**src/rtl/free_list_bank_if.sv**
```systemverilog
// Rename-stage free-list bank bus: push (reclaim) side, pop (rename) side and status.
interface free_list_bank_if #(
  parameter int unsigned PR_COUNT   = 128,
  parameter int unsigned BANK_COUNT = 4
);
  localparam int unsigned LOG_PR_COUNT = $clog2(PR_COUNT);
  localparam int unsigned LENGTH       = PR_COUNT / BANK_COUNT;
  localparam int unsigned PTR_W        = $clog2(LENGTH) + 1;

  logic                    enq_valid;
  logic [LOG_PR_COUNT-1:0] enq_PR_tag;
  logic                    deq_valid;
  logic [LOG_PR_COUNT-1:0] deq_PR_tag;
  logic                    deq_ready;
  logic [PTR_W-1:0]        count;
  logic                    below_lower;
  logic                    above_upper;
  logic                    err_overflow;
  logic                    err_bank;

  modport master (
    output enq_valid, enq_PR_tag, deq_ready,
    input  deq_valid, deq_PR_tag, count, below_lower, above_upper, err_overflow, err_bank
  );

  modport slave (
    input  enq_valid, enq_PR_tag, deq_ready,
    output deq_valid, deq_PR_tag, count, below_lower, above_upper, err_overflow, err_bank
  );
endinterface

```
**src/rtl/free_list_bank.sv**
```systemverilog
// One bank of the PRF free list: circular FIFO of free PR tags with watermarks and sticky errors.
// Optional same-cycle empty-bank bypass enabled by defining FREE_LIST_BANK_BYPASS_EN.
module free_list_bank #(
  parameter int unsigned PR_COUNT        = 128,
  parameter int unsigned AR_COUNT        = 32,
  parameter int unsigned BANK_COUNT      = 4,
  parameter int unsigned BANK_INDEX      = 0,
  parameter int unsigned LENGTH          = PR_COUNT / BANK_COUNT,
  parameter int unsigned LOWER_THRESHOLD = 8,
  parameter int unsigned UPPER_THRESHOLD = 24
) (
  input  logic CLK,
  input  logic nRST,
  free_list_bank_if.slave bus
);
  localparam int unsigned LOG_PR_COUNT   = $clog2(PR_COUNT);
  localparam int unsigned LOG_BANK_COUNT = $clog2(BANK_COUNT);
  localparam int unsigned PTR_W          = $clog2(LENGTH) + 1;
  localparam int unsigned IDX_W          = PTR_W - 1;
  localparam int unsigned RESET_COUNT    = (PR_COUNT - AR_COUNT) / BANK_COUNT;
  // Smallest PR owned by this bank that is not architecturally mapped at reset
  localparam int unsigned FIRST_PR =
    ((AR_COUNT + BANK_COUNT - 1 - BANK_INDEX) / BANK_COUNT) * BANK_COUNT + BANK_INDEX;

  logic [LOG_PR_COUNT-1:0] r_mem [LENGTH];
  logic [PTR_W-1:0]        r_head;
  logic [PTR_W-1:0]        r_tail;
  logic [PTR_W-1:0]        r_count;
  logic                    r_err_overflow;
  logic                    r_err_bank;

  logic             w_empty;
  logic             w_full;
  logic             w_full_post;
  logic             w_tag_ok;
  logic             w_pop;
  logic             w_push;
  logic             w_byp_avail;
  logic             w_bypass;
  logic [IDX_W-1:0] w_head_idx;
  logic [IDX_W-1:0] w_tail_idx;

  assign w_head_idx = r_head[IDX_W-1:0];
  assign w_tail_idx = r_tail[IDX_W-1:0];
  assign w_empty    = (r_head == r_tail);
  assign w_full     = (w_head_idx == w_tail_idx) && (r_head[IDX_W] != r_tail[IDX_W]);
  assign w_tag_ok   = (bus.enq_PR_tag[LOG_BANK_COUNT-1:0] == LOG_BANK_COUNT'(BANK_INDEX));

`ifdef FREE_LIST_BANK_BYPASS_EN
  // Empty bank forwards a legal incoming tag straight to the rename port
  assign w_byp_avail = w_empty && bus.enq_valid && w_tag_ok;
  assign w_bypass    = w_byp_avail && bus.deq_ready;
`else
  assign w_byp_avail = 1'b0;
  assign w_bypass    = 1'b0;
`endif

  assign w_pop       = !w_empty && bus.deq_ready;
  // A pop in the same cycle frees a slot for the push
  assign w_full_post = w_full && !w_pop;
  assign w_push      = bus.enq_valid && w_tag_ok && !w_full_post && !w_bypass;

  assign bus.deq_valid    = !w_empty || w_byp_avail;
  assign bus.deq_PR_tag   = w_byp_avail ? bus.enq_PR_tag : r_mem[w_head_idx];
  assign bus.count        = r_count;
  assign bus.below_lower  = (32'(r_count) < LOWER_THRESHOLD);
  assign bus.above_upper  = (32'(r_count) > UPPER_THRESHOLD);
  assign bus.err_overflow = r_err_overflow;
  assign bus.err_bank     = r_err_bank;

  // Tag storage; reset image is the bank's unmapped PRs in ascending order
  always_ff @(posedge CLK or negedge nRST) begin
    if (!nRST) begin
      for (int i = 0; i < int'(LENGTH); i++) begin
        r_mem[i] <= (i < int'(RESET_COUNT)) ?
                    LOG_PR_COUNT'(FIRST_PR + 32'(i) * BANK_COUNT) : '0;
      end
    end else if (w_push) begin
      r_mem[w_tail_idx] <= bus.enq_PR_tag;
    end
  end

  // Pointers, occupancy and sticky error flags
  always_ff @(posedge CLK or negedge nRST) begin
    if (!nRST) begin
      r_head         <= '0;
      r_tail         <= PTR_W'(RESET_COUNT);
      r_count        <= PTR_W'(RESET_COUNT);
      r_err_overflow <= 1'b0;
      r_err_bank     <= 1'b0;
    end else begin
      if (w_pop) begin
        r_head <= r_head + PTR_W'(1);
      end
      if (w_push) begin
        r_tail <= r_tail + PTR_W'(1);
      end
      if (w_push && !w_pop) begin
        r_count <= r_count + PTR_W'(1);
      end else if (w_pop && !w_push) begin
        r_count <= r_count - PTR_W'(1);
      end
      if (bus.enq_valid && w_full_post) begin
        r_err_overflow <= 1'b1;
      end
      if (bus.enq_valid && !w_tag_ok) begin
        r_err_bank <= 1'b1;
      end
    end
  end
endmodule

```
**src/flat_wrapper.sv**
```systemverilog
// flat-port wrapper written by rule: the top's interface ports become plain ports
module free_list_bank_flat 
#(
  parameter int unsigned PR_COUNT        = 128,
  parameter int unsigned AR_COUNT        = 32,
  parameter int unsigned BANK_COUNT      = 4,
  parameter int unsigned BANK_INDEX      = 0,
  parameter int unsigned LENGTH          = PR_COUNT / BANK_COUNT,
  parameter int unsigned LOWER_THRESHOLD = 8,
  parameter int unsigned UPPER_THRESHOLD = 24
)
  (CLK, nRST, bus_enq_valid, bus_enq_PR_tag, bus_deq_ready, bus_deq_valid, bus_deq_PR_tag, bus_count, bus_below_lower, bus_above_upper, bus_err_overflow, bus_err_bank);
  free_list_bank_if #(.PR_COUNT(PR_COUNT), .BANK_COUNT(BANK_COUNT)) bus_i ();
  input  logic CLK;
  input  logic nRST;
  input wire logic [$bits(bus_i.enq_valid)-1:0] bus_enq_valid;
  input wire logic [$bits(bus_i.enq_PR_tag)-1:0] bus_enq_PR_tag;
  input wire logic [$bits(bus_i.deq_ready)-1:0] bus_deq_ready;
  output wire logic [$bits(bus_i.deq_valid)-1:0] bus_deq_valid;
  output wire logic [$bits(bus_i.deq_PR_tag)-1:0] bus_deq_PR_tag;
  output wire logic [$bits(bus_i.count)-1:0] bus_count;
  output wire logic [$bits(bus_i.below_lower)-1:0] bus_below_lower;
  output wire logic [$bits(bus_i.above_upper)-1:0] bus_above_upper;
  output wire logic [$bits(bus_i.err_overflow)-1:0] bus_err_overflow;
  output wire logic [$bits(bus_i.err_bank)-1:0] bus_err_bank;
  assign bus_i.enq_valid = bus_enq_valid;
  assign bus_i.enq_PR_tag = bus_enq_PR_tag;
  assign bus_i.deq_ready = bus_deq_ready;
  assign bus_deq_valid = bus_i.deq_valid;
  assign bus_deq_PR_tag = bus_i.deq_PR_tag;
  assign bus_count = bus_i.count;
  assign bus_below_lower = bus_i.below_lower;
  assign bus_above_upper = bus_i.above_upper;
  assign bus_err_overflow = bus_i.err_overflow;
  assign bus_err_bank = bus_i.err_bank;
  free_list_bank #(.PR_COUNT(PR_COUNT), .AR_COUNT(AR_COUNT), .BANK_COUNT(BANK_COUNT), .BANK_INDEX(BANK_INDEX), .LENGTH(LENGTH), .LOWER_THRESHOLD(LOWER_THRESHOLD), .UPPER_THRESHOLD(UPPER_THRESHOLD)) u_core (.CLK(CLK), .nRST(nRST), .bus(bus_i));
endmodule
```
**config.mk**
```make
export PLATFORM = sky130hd
export DESIGN_NAME = free_list_bank_flat
export DESIGN_NICKNAME = d
export VERILOG_FILES = /design/src/rtl/free_list_bank_if.sv /design/src/rtl/free_list_bank.sv /design/src/flat_wrapper.sv
export SDC_FILE = /design/constraint.sdc
export NUM_CORES = 1
export LEC_CHECK = 0
export BUFFER_PORTS_ARGS = -buffer_cell sky130_fd_sc_hd__buf_2
export CAP_MARGIN = 20
export CORE_MARGIN = 3
export CORE_UTILIZATION = 44
export DETAILED_ROUTE_END_ITERATION = 8
export GPL_TIMING_DRIVEN = 0
export SLEW_MARGIN = 5
export SYNTH_ARGS = -nofsm -noshare
export SYNTH_HDL_FRONTEND = slang
export SYNTH_SLANG_ARGS = --single-unit
```
**constraint.sdc**
```tcl
create_clock -name CLK -period 9.65 [get_ports CLK]
set_clock_uncertainty 0.2 [all_clocks]
set_input_delay 0.965 -clock CLK [delete_from_list [all_inputs] [get_ports CLK]]
set_output_delay 0.965 -clock CLK [all_outputs]
set_load 0.02 [all_outputs]
```
-- After elaboration in Yosys (flattened, before gate mapping)
Cells that the tools add are included.
- bits in registers: 244
- bits of input ports: 11
- output and inout port bits: 18
- logic and storage cells: 76
- $add $sub $neg: 4
- order comparisons: 5
- equality and inequality tests: 3
- multiplexer cells: 8
- bitwise logic cells: 2
- reductions and logical operators: 17
- operators with widths (cell ; count):
    $bwmux W224 ; 1
    $bmux W7 S5 ; 1
    $demux W7 S5 ; 1
    $mux W7 ; 3
    $add A6 B1 Y6 const B ; 3
    $ge A6 B6 Y1 const B ; 2
    $mux W6 ; 2
    $not A5 Y6 ; 2
    $logic_and A1 B1 Y1 ; 10
    $eq A6 B6 Y1 ; 1
    $gt A6 B5 Y1 const B ; 1
    $lt A6 B1 Y1 const B ; 1
    $lt A6 B4 Y1 const B ; 1
    $sub A6 B1 Y6 const B ; 1
    $eq A5 B5 Y1 ; 1
    $logic_not A1 Y1 ; 5
    $logic_not A2 Y1 ; 1
    $reduce_bool A2 Y1 ; 1
    $ne A1 B1 Y1 ; 1

-- Longest topological paths before layout
Gate-level depths: netlist of run 1.
- depth in word-level cells: 11
- mapped depth: 14
- depth with buffers taken out: 11

-- Worst setup path before layout of run 1
OpenSTA, ideal clock, no wires.
- kind: input to register
- from: input bus_deq_ready
- to: register u_core.r_count[5] (netlist: u_core.bus.count[5])
- library setup time: 0.080 ns
- arrival time: 3.392 ns
- required time: 9.370 ns
- setup slack: 5.978 ns
- stages: 11
- path buffers: 2
- cell sequence: or4_4 > buf_6 > buf_6 > and2_0 > ha_1 > inv_1 > ha_1 > a211oi_1 > nor4_1 > nor4_1 > xnor2_1
- cells in the longest elaborated chain, start to end: 8
- elaborated cells between the ends (all ways): 10
- classes of those cells: 1 x mux; 9 x reduce/logical
- RTL lines (what ; line ; RTL):
    start: declaration ; flat_wrapper.sv:18 ; input wire logic [$bits(bus_i.deq_ready)-1:0] bus_deq_ready;
    $logic_and A1 B1 Y1 (*) ; free_list_bank.sv:58 ; assign w_pop = !w_empty && bus.deq_ready;
    $logic_not A1 Y1 (*) ; free_list_bank.sv:60 ; assign w_full_post = w_full && !w_pop;
    $logic_and A1 B1 Y1 (*) ; free_list_bank.sv:60 ;
    $logic_not A1 Y1 (*) ; free_list_bank.sv:61 ; assign w_push = bus.enq_valid && w_tag_ok && !w_full_post && !w_bypass;
    $logic_and A1 B1 Y1 (*) ; free_list_bank.sv:61 ;
    named net u_core.w_push ; free_list_bank.sv:37 ; logic w_push;
    $logic_not A1 Y1 ; free_list_bank.sv:100 ; end else if (w_pop && !w_push) begin
    $logic_and A1 B1 Y1 ; free_list_bank.sv:100 ;
    $reduce_bool A2 Y1 (no source line) ; -- ;
    end signal: assignment ; free_list_bank.sv:88 ; r_count <= PTR_W'(RESET_COUNT);
    end signal: assignment ; free_list_bank.sv:99 ; r_count <= r_count + PTR_W'(1);
    end signal: assignment ; free_list_bank.sv:101 ; r_count <= r_count - PTR_W'(1);
    end: declaration ; free_list_bank.sv:28 ; logic [PTR_W-1:0] r_count;
The timed path passes the listed nets; every way through them passes the cells marked *.
A chain may end at the register's enable or synchronous reset.

-- Final worst setup path of run 1
- from: register u_core.r_head[2]
- to: output bus_deq_PR_tag[3]
- cells in the longest elaborated chain, start to end: 4
- RTL lines (what ; line ; RTL):
    start: declaration ; free_list_bank.sv:26 ; logic [PTR_W-1:0] r_head;
    start signal: assignment ; free_list_bank.sv:93 ; r_head <= r_head + PTR_W'(1);
    $not A5 Y6 (not written as such) ; free_list_bank.sv:64 ; assign bus.deq_PR_tag = w_byp_avail ? bus.enq_PR_tag : r_mem[w_head_idx];
    $bmux W7 S5 ; free_list_bank.sv:64 ;
    $mux W7 (not written as such) (2 in series) ; free_list_bank.sv:64 ;
    end: declaration ; flat_wrapper.sv:20 ; output wire logic [$bits(bus_i.deq_PR_tag)-1:0] bus_deq_PR_tag;
Every way passes these cells. The select of a mux whose other input is x is not followed.

==> metrics.txt, run 1 <==
Fin Setup TNS 0 ns; most numerous cell on the critical path clkbuf_1; Worst path depth 7; initial antenna violation count 0; Setup-failing EPs final 0; fin crit period ~4.6 ns; CTS buffer count 28; DR pass1 iterations 5; outcome finished, final reports clean; Yosys top cell area share 0.3633; Netlist cell types 48; RD Place Congestion approximately 0.85; final hold slack ~0.19 ns; Max transition margin 0.3373; R2R depth 14; CP endpoint kind output port; fraction of registers with async set/reset 1.000; Core ar. ~26000 sq um; via count a little over 7000; post-synthesis mux area share 0.2670; YS warnings 0; Final Cycle Share 0.4757; Synth Area in Compound Gates 0.04700; Hold-fix buffers, CTS 0; initial core utilization 0.4508; # resized after CTS 0; fillers approximately 2300; Seq/Total Area, Yosys 0.5230; post-route cell area about 13000 sq um; setup bufs post-CTS 0; P&R area growth vs syn 13.33%; RSZ-0062 raised after global routing no; CTS H-tree lvls 1; Cell Pwr Density around 280 nW/um^2; reg2reg end u_core.bus.count[5]$_DFFE_PN0P_; Leak between 6 and 7 nW; Crit path largest cell delay about 0.63 ns; most common cell in the synthesized netlist dfrtp_1; initial detailed-routing violation count roughly 540; DRC violations left 0; Synth Register Bits 244; final hold vios 0; Arr. time, crit path between 3 and 4 ns; Post-Synth Adder-Cell Area 0.01225; Area after DPL between 10000 and 15000 sq um; DIE AREA around 29000 sq um; FMAX 0.2178 GHz; Simple-Gate Fraction of Synth Area 0.09410; largest family of logic cells by synthesized area multiplexers; io pins 29; GRT Util Overall 0.2049; cell count after synthesis between 800 and 900; Worst-path clk slew approximately 0.060 ns; Vias/cell 5.527; WL/cell ~22 um; max-slew violations 0; antenna cells 0; main flop type after synthesis dfrtp_1; final setup margin approximately 5.1 ns; Rows about 60; Avg Cell Area, Syn between 10 and 15 sq um; crit path max fanout 10; dpl ws approximately 5.5 ns; CTS tree built; Die X roughly 170 um; Max Cap Violations 0; CTS sink count between 200 and 250; Setup crit start kind flop; CTS Buffer Depth 3; layout cells sized above 1 0.3867; DP Cell Count ~1200; largest net degree at the start of global routing slightly above 90; first-pass GRT wire length 45.58 mm; I/O Buffers 28; synthesized area roughly 12000 sq um; die height ~170 um; top cells by area, synth dfrtp_1, dfstp_2, mux2_2; Mapped Nets around 900; Crit-path slowest cell clkbuf_1; CP Buf/Inv Count 4; Post-synth EDFFs 0; total gr overflow 0; synth cell count leaders dfrtp_1, mux2_2, dfstp_2, nor2b_1, mux2i_1; vias in the first global route 7537; Post-Route WL 28.87 mm; type of the worst min-delay path in -> async; xor/xnor share of the synthesized area 0.01679; Post-Route Utilization 0.5109; worst r2r src u_core.r_tail[3]$_DFFE_PN1P_; Clock Latency Late Sink 0.53 ns; total power between 3 and 4 mW; Final #Nets between 900 and 1000; peak supply drop 0.1226 mV; crit path kind reg -> out; top cell type by total area after synthesis dfrtp_1; Post-DRT Antenna Nets 0; CP cell instances clkbuf_1 > clkbuf_1 > clkbuf_1 > mux4_2 > a22oi_1 > nand3_1 > buf_2; Cell Count, Final, Fillers Out 1297; Critical Path RT 8.49 ns; post-detail-place hpwl around 20 mm; root buf cell clkbuf_16; reg-to-reg setup timing slack 5.67 ns; measured slew at the worst slew-check pin 0.9919 ns; CP top delay family buffers and inverters
==> logic make-up (layout without fill, tap and decap cells) <==
logic type / count (synthesis) / count (layout)
muxes: 250 / 250
and+or+nand+nor: 189 / 189
adders and majority gates: 11 / 11
DFF: 244 / 244
AOI/OAI and AO/OA: 80 / 80
buffers and inverters: 84 / 167
xor gates and xnor gates: 21 / 21
==> cell usage in the layout, fill, tap and decap left out, types with 13 or more instances in the layout <==
cell type and count:
a22oi_1 20, and3_1 35, mux4_2 17, mux2_2 98, nor2b_1 72, dfrtp_1 172, a21oi_1 13, nand2_1 18
a211oi_1 13, buf_6 17, mux2_4 65, clkbuf_1 36, nand3_1 14, mux2i_1 70, buf_2 51, dfstp_2 72
clkbuf_16 29
==> power breakdown <==
group | switching [mW] | leakage, nW | internal [mW]
Clock | 0.419 | 0.469 | 0.664
Combinational | 0.742 | 2.74 | 0.555
Sequential | 0.118 | 3.09 | 1.25
Total | 1.28 | 6.30 | 2.47
==> final cells by class <==
cell class                 count  area (sq um)  share of cell area
clock inverter                 6         80.08            0.005964
timing repair buffer          31         210.2             0.01566
inverter                       5         18.77            0.001398
tap                          335         419.2             0.03122
multi-input combinational    551          5179              0.3857
buffer                        79         454.2             0.03383
sequential                   244          6196              0.4615
clock buffer                  46         869.6             0.06477
==> per-layer routing <==
metal | GRT usage | share of wire | vias to the layer above
met5 | 0 | 0 | -
met4 | 0.04056 | 0.016 | 0
met3 | 0.03786 | 0.051 | 29
met2 | 0.3221 | 0.45 | 155
met1 | 0.3005 | 0.48 | 3717
li1 | - | - | 3267
==> worst max path at each step <==
stage	start	endpoint	slack (ns)
floorplan	bus_deq_ready	u_core.bus.count[5]$_DFFE_PN0P_	5.98
global placement	nRST	u_core.r_mem[42]$_DFFE_PN0P_	2.95
detailed placement	bus_deq_ready	u_core.bus.count[5]$_DFFE_PN0P_	5.54
CTS	u_core.r_head[2]$_DFFE_PN0P_	bus_deq_PR_tag[4]	5.03
global route	u_core.r_head[2]$_DFFE_PN0P_	bus_deq_PR_tag[4]	4.84
finish	u_core.r_head[2]$_DFFE_PN0P_	bus_deq_PR_tag[3]	5.06
==> state kept, by name, indices dropped and copies added, names as in the netlist <==
signal,cells
u_core.bus.err_bank,1
u_core.r_mem,224
u_core.bus.err_overflow,1
u_core.r_head,6
u_core.r_tail,6
u_core.bus.count,6
No activity file was read; power rests on OpenSTA's default activity.
==> run 2: changes to the inputs <==
Settings changed: ABC_AREA from default to 1.
Clock period 9.65 ns to 4 ns, I/O delays scaled along.
==> metrics.txt, run 2 <==
Post-Synth Adder-Cell Area 0.01080 (-0.001451); routing usage on met1 0.3867 (+0.08617); post-route cell area 15190 sq um (+13%); measured slew at the worst slew-check pin 1.023 ns (+0.03098 ns); Post-Route WL 44.95 mm (+56%); Worst-path clk slew 0.06 ns (about the same); CTS buffer count 29 (+3.6%); initial antenna violation count 0 (unchanged); Arr. time, crit path 3.22 ns (-0.21 ns); M2 GR Usage 0.4300 (+0.1079); Vias/cell 5.351 (-3.2%); cell count of the worst hold path 3; final hold vios 0 (unchanged); Clock Latency Late Sink 0.56 ns (+0.03 ns); met3 Use GR 0.03986 (+0.002000); CP endpoint kind output port; Cell Pwr Density 640.6 nW/um^2 (+130%); total power 9.730 mW (+160%); Avg Cell Area, Syn 7.260 sq um (-46%); Post-DRT Antenna Nets 0 (unchanged); Critical Path RT 3.40 ns (-5.09 ns); Setup crit start kind flop; GRT busiest layer met2; Core ar. 29870 sq um (+14%); largest family of logic cells by synthesized area simple AND/OR/NAND/NOR gates; YS warnings 0 (unchanged); crit path kind reg -> out; Area after DPL 14130 sq um (+13%); RSZ-0062 raised after global routing no; vias in the first global route 11941 (+58%); io pins 29 (unchanged); cell count after synthesis 1851 (+110%); R2R depth 16 (+2); CTS H-tree lvls 1 (unchanged); cell-internal power 5.515 mW (+120%); Leak 8.081 nW (+28%); Final #Nets 1943 (+100%); Simple-Gate Fraction of Synth Area 0.3960 (+0.3019); xor/xnor share of the synthesized area 0.008472 (-0.008319); CTS tree built; synthesized area 13440 sq um (+13%); Net Sw Power 4.215 mW (+230%); clock network power share 0.275 (-0.014); P&R area growth vs syn 13.03%; top cells by area, synth dfrtp_1, nand2_1, dfstp_2; Netlist cell types 29 (-40%); commonest non-fill, non-tap cell in the layout nand2_1; max-slew violations 0 (unchanged); Max transition margin 0.3181 (-0.01922); FMAX about 0.26 GHz; Mapped Nets 1873 (+110%); top cell type by total area after synthesis dfrtp_1; Synth Register Bits 244 (unchanged); WL/cell 19.26 um (-13%); RD Place Congestion 0.9808 (+16%); peak supply drop 0.4531 mV (+270%); Switching Share 0.4332 (+0.09236); via count 12490 (+74%); sequential share of power 0.313 (-0.052); CTS sink count 244 (unchanged); root buf cell clkbuf_16; Max Cap Violations 0 (unchanged); DR pass1 iterations 6 (+1); outcome finished, final reports clean; post-synthesis mux area share 0 (-0.2670); Die X 180.8 um (+6.3%); I/O Buffers 27 (-3.6%); fraction of registers with async set/reset 1.000 (unchanged); Setup-failing EPs final 0 (unchanged); CTS Buffer Depth 3 (unchanged); antenna cells 0 (unchanged); main flop type after synthesis dfrtp_1; DIE AREA 32680 sq um (+13%); max FFs per register 224 (unchanged); Seq/Total Area, Yosys 0.4610 (-0.06193); Rows 63 (+6.8%); synth cell count leaders nand2_1, inv_1, dfrtp_1, nand4_1, nand3_1; first-pass GRT wire length 69.88 mm (+53%); DRC violations left 0 (unchanged); Synth Area in Compound Gates 0.01061 (-0.03638); Cell Count, Final, Fillers Out 2334 (+80%); Post-synth EDFFs 0 (unchanged); DP Cell Count 2270 (+82%); initial core utilization 0.4498 (-0.0009718); total gr overflow 0 (unchanged); most common cell in the synthesized netlist nand2_1; Yosys top cell area share 0.3203 (-0.04302); post-detail-place hpwl 31.80 mm (+60%); crit path max fanout 10 (unchanged); setup bufs post-CTS 0 (unchanged); most frequent cells in the layout nand2_1, inv_1, dfrtp_1; largest net degree at the start of global routing 102 (+9.7%); reg-to-reg setup timing slack 0.84 ns (-4.83 ns); Final Cycle Share 0.9542; fin crit period about 3.8 ns; GRT Util Overall 0.2728 (+0.06797); layout cells sized above 1 0.1276 (-0.2591); type of the worst min-delay path in -> reg; initial detailed-routing violation count 1086 (+100%); largest register by flop count u_core.r_mem; die height 180.8 um (+6.3%); Comb pwr share 0.413 (+0.067)
run 2: path summary, 6_finish.rpt:
check	startpoint	end
max in group asynchronous	nRST	u_core.r_mem[127]$_DFFE_PN0P_
setup reg to reg	u_core.r_tail[4]$_DFFE_PN1P_	u_core.bus.count[3]$_DFFE_PN1P_
hold / removal	bus_deq_ready	u_core.r_head[5]$_DFFE_PN0P_
min in group asynchronous	nRST	u_core.r_mem[163]$_DFFE_PN0P_
setup / recovery	u_core.r_head[1]$_DFFE_PN0P_	bus_deq_PR_tag[6]
hold reg to reg	u_core.r_mem[114]$_DFFE_PN1P_	u_core.r_mem[114]$_DFFE_PN1P_
run 2: cell families after synthesis:
family,after synthesis
compound gates,26
fa+ha+maj,11
simple gates,1204
flops,244
xor+xnor,13
buf+inv,353
run 2: metrics by stage:
step | util | hold WS [ns] | TNS [ns] | setup slack, ns
finish | 0.5084 | 0.05323 | 0 | 0.1831
CTS | 0.5084 | 0.02253 | 0 | 0.2601
global placement | 0.4707 | 0.2480 | -429.54 | -2.251
floorplan | - | -0.09559 | 0 | 1.070
global route | 0.5084 | 0.06291 | 0 | 0.1257
detailed placement | 0.4729 | 0.1336 | 0 | 0.7834
run 2: worst max-delay path, stage by stage, from the launching register on:
cell and delay (ns):
dfrtp_1 0.35, buf_2 0.26, buf_2 0.31, clkbuf_1 0.69, nand2_1 0.11, o21ai_0 0.10
nor2_1 0.06, nor2_1 0.26, nor2_1 0.07, nor2_1 0.23, buf_2 0.22
run 2: cell type report:
type | count | area [sq um]
inverter | 246 | 923.4
fill | 3026 | 14690
buffer | 107 | 596.8
multi-input combinational | 1254 | 5723
sequential | 244 | 6196
clock inverter | 14 | 135.1
clock buffer | 40 | 827.0
tap | 390 | 488.0
timing repair buffer | 39 | 300.3
run 2: power groups by stage:
stage / clock (mW) / combinational [mW] / sequential (mW)
final: 2.67 / 4.02 / 3.04
after global routing: 2.82 / 4.35 / 3.08
after CTS: 2.73 / 3.94 / 3.04
after detailed placement: 0 / 3.92 / 3.08
after global placement: 0 / 3.89 / 3.07
after floorplan: 0 / 2.41 / 3.07
run 2: timing repair:
item	in CTS	in global routing
hold endpoints to repair	63	0
gates resized for setup	0	0
hold buffers	10	0
run 2: routing by layer:
layer / vias to the layer above / routed length (um)
met3: 100 / 3401
met1: 5960 / 19700
li1: 5946 / -
met5: - / 0
met4: 0 / 1796
met2: 484 / 20050
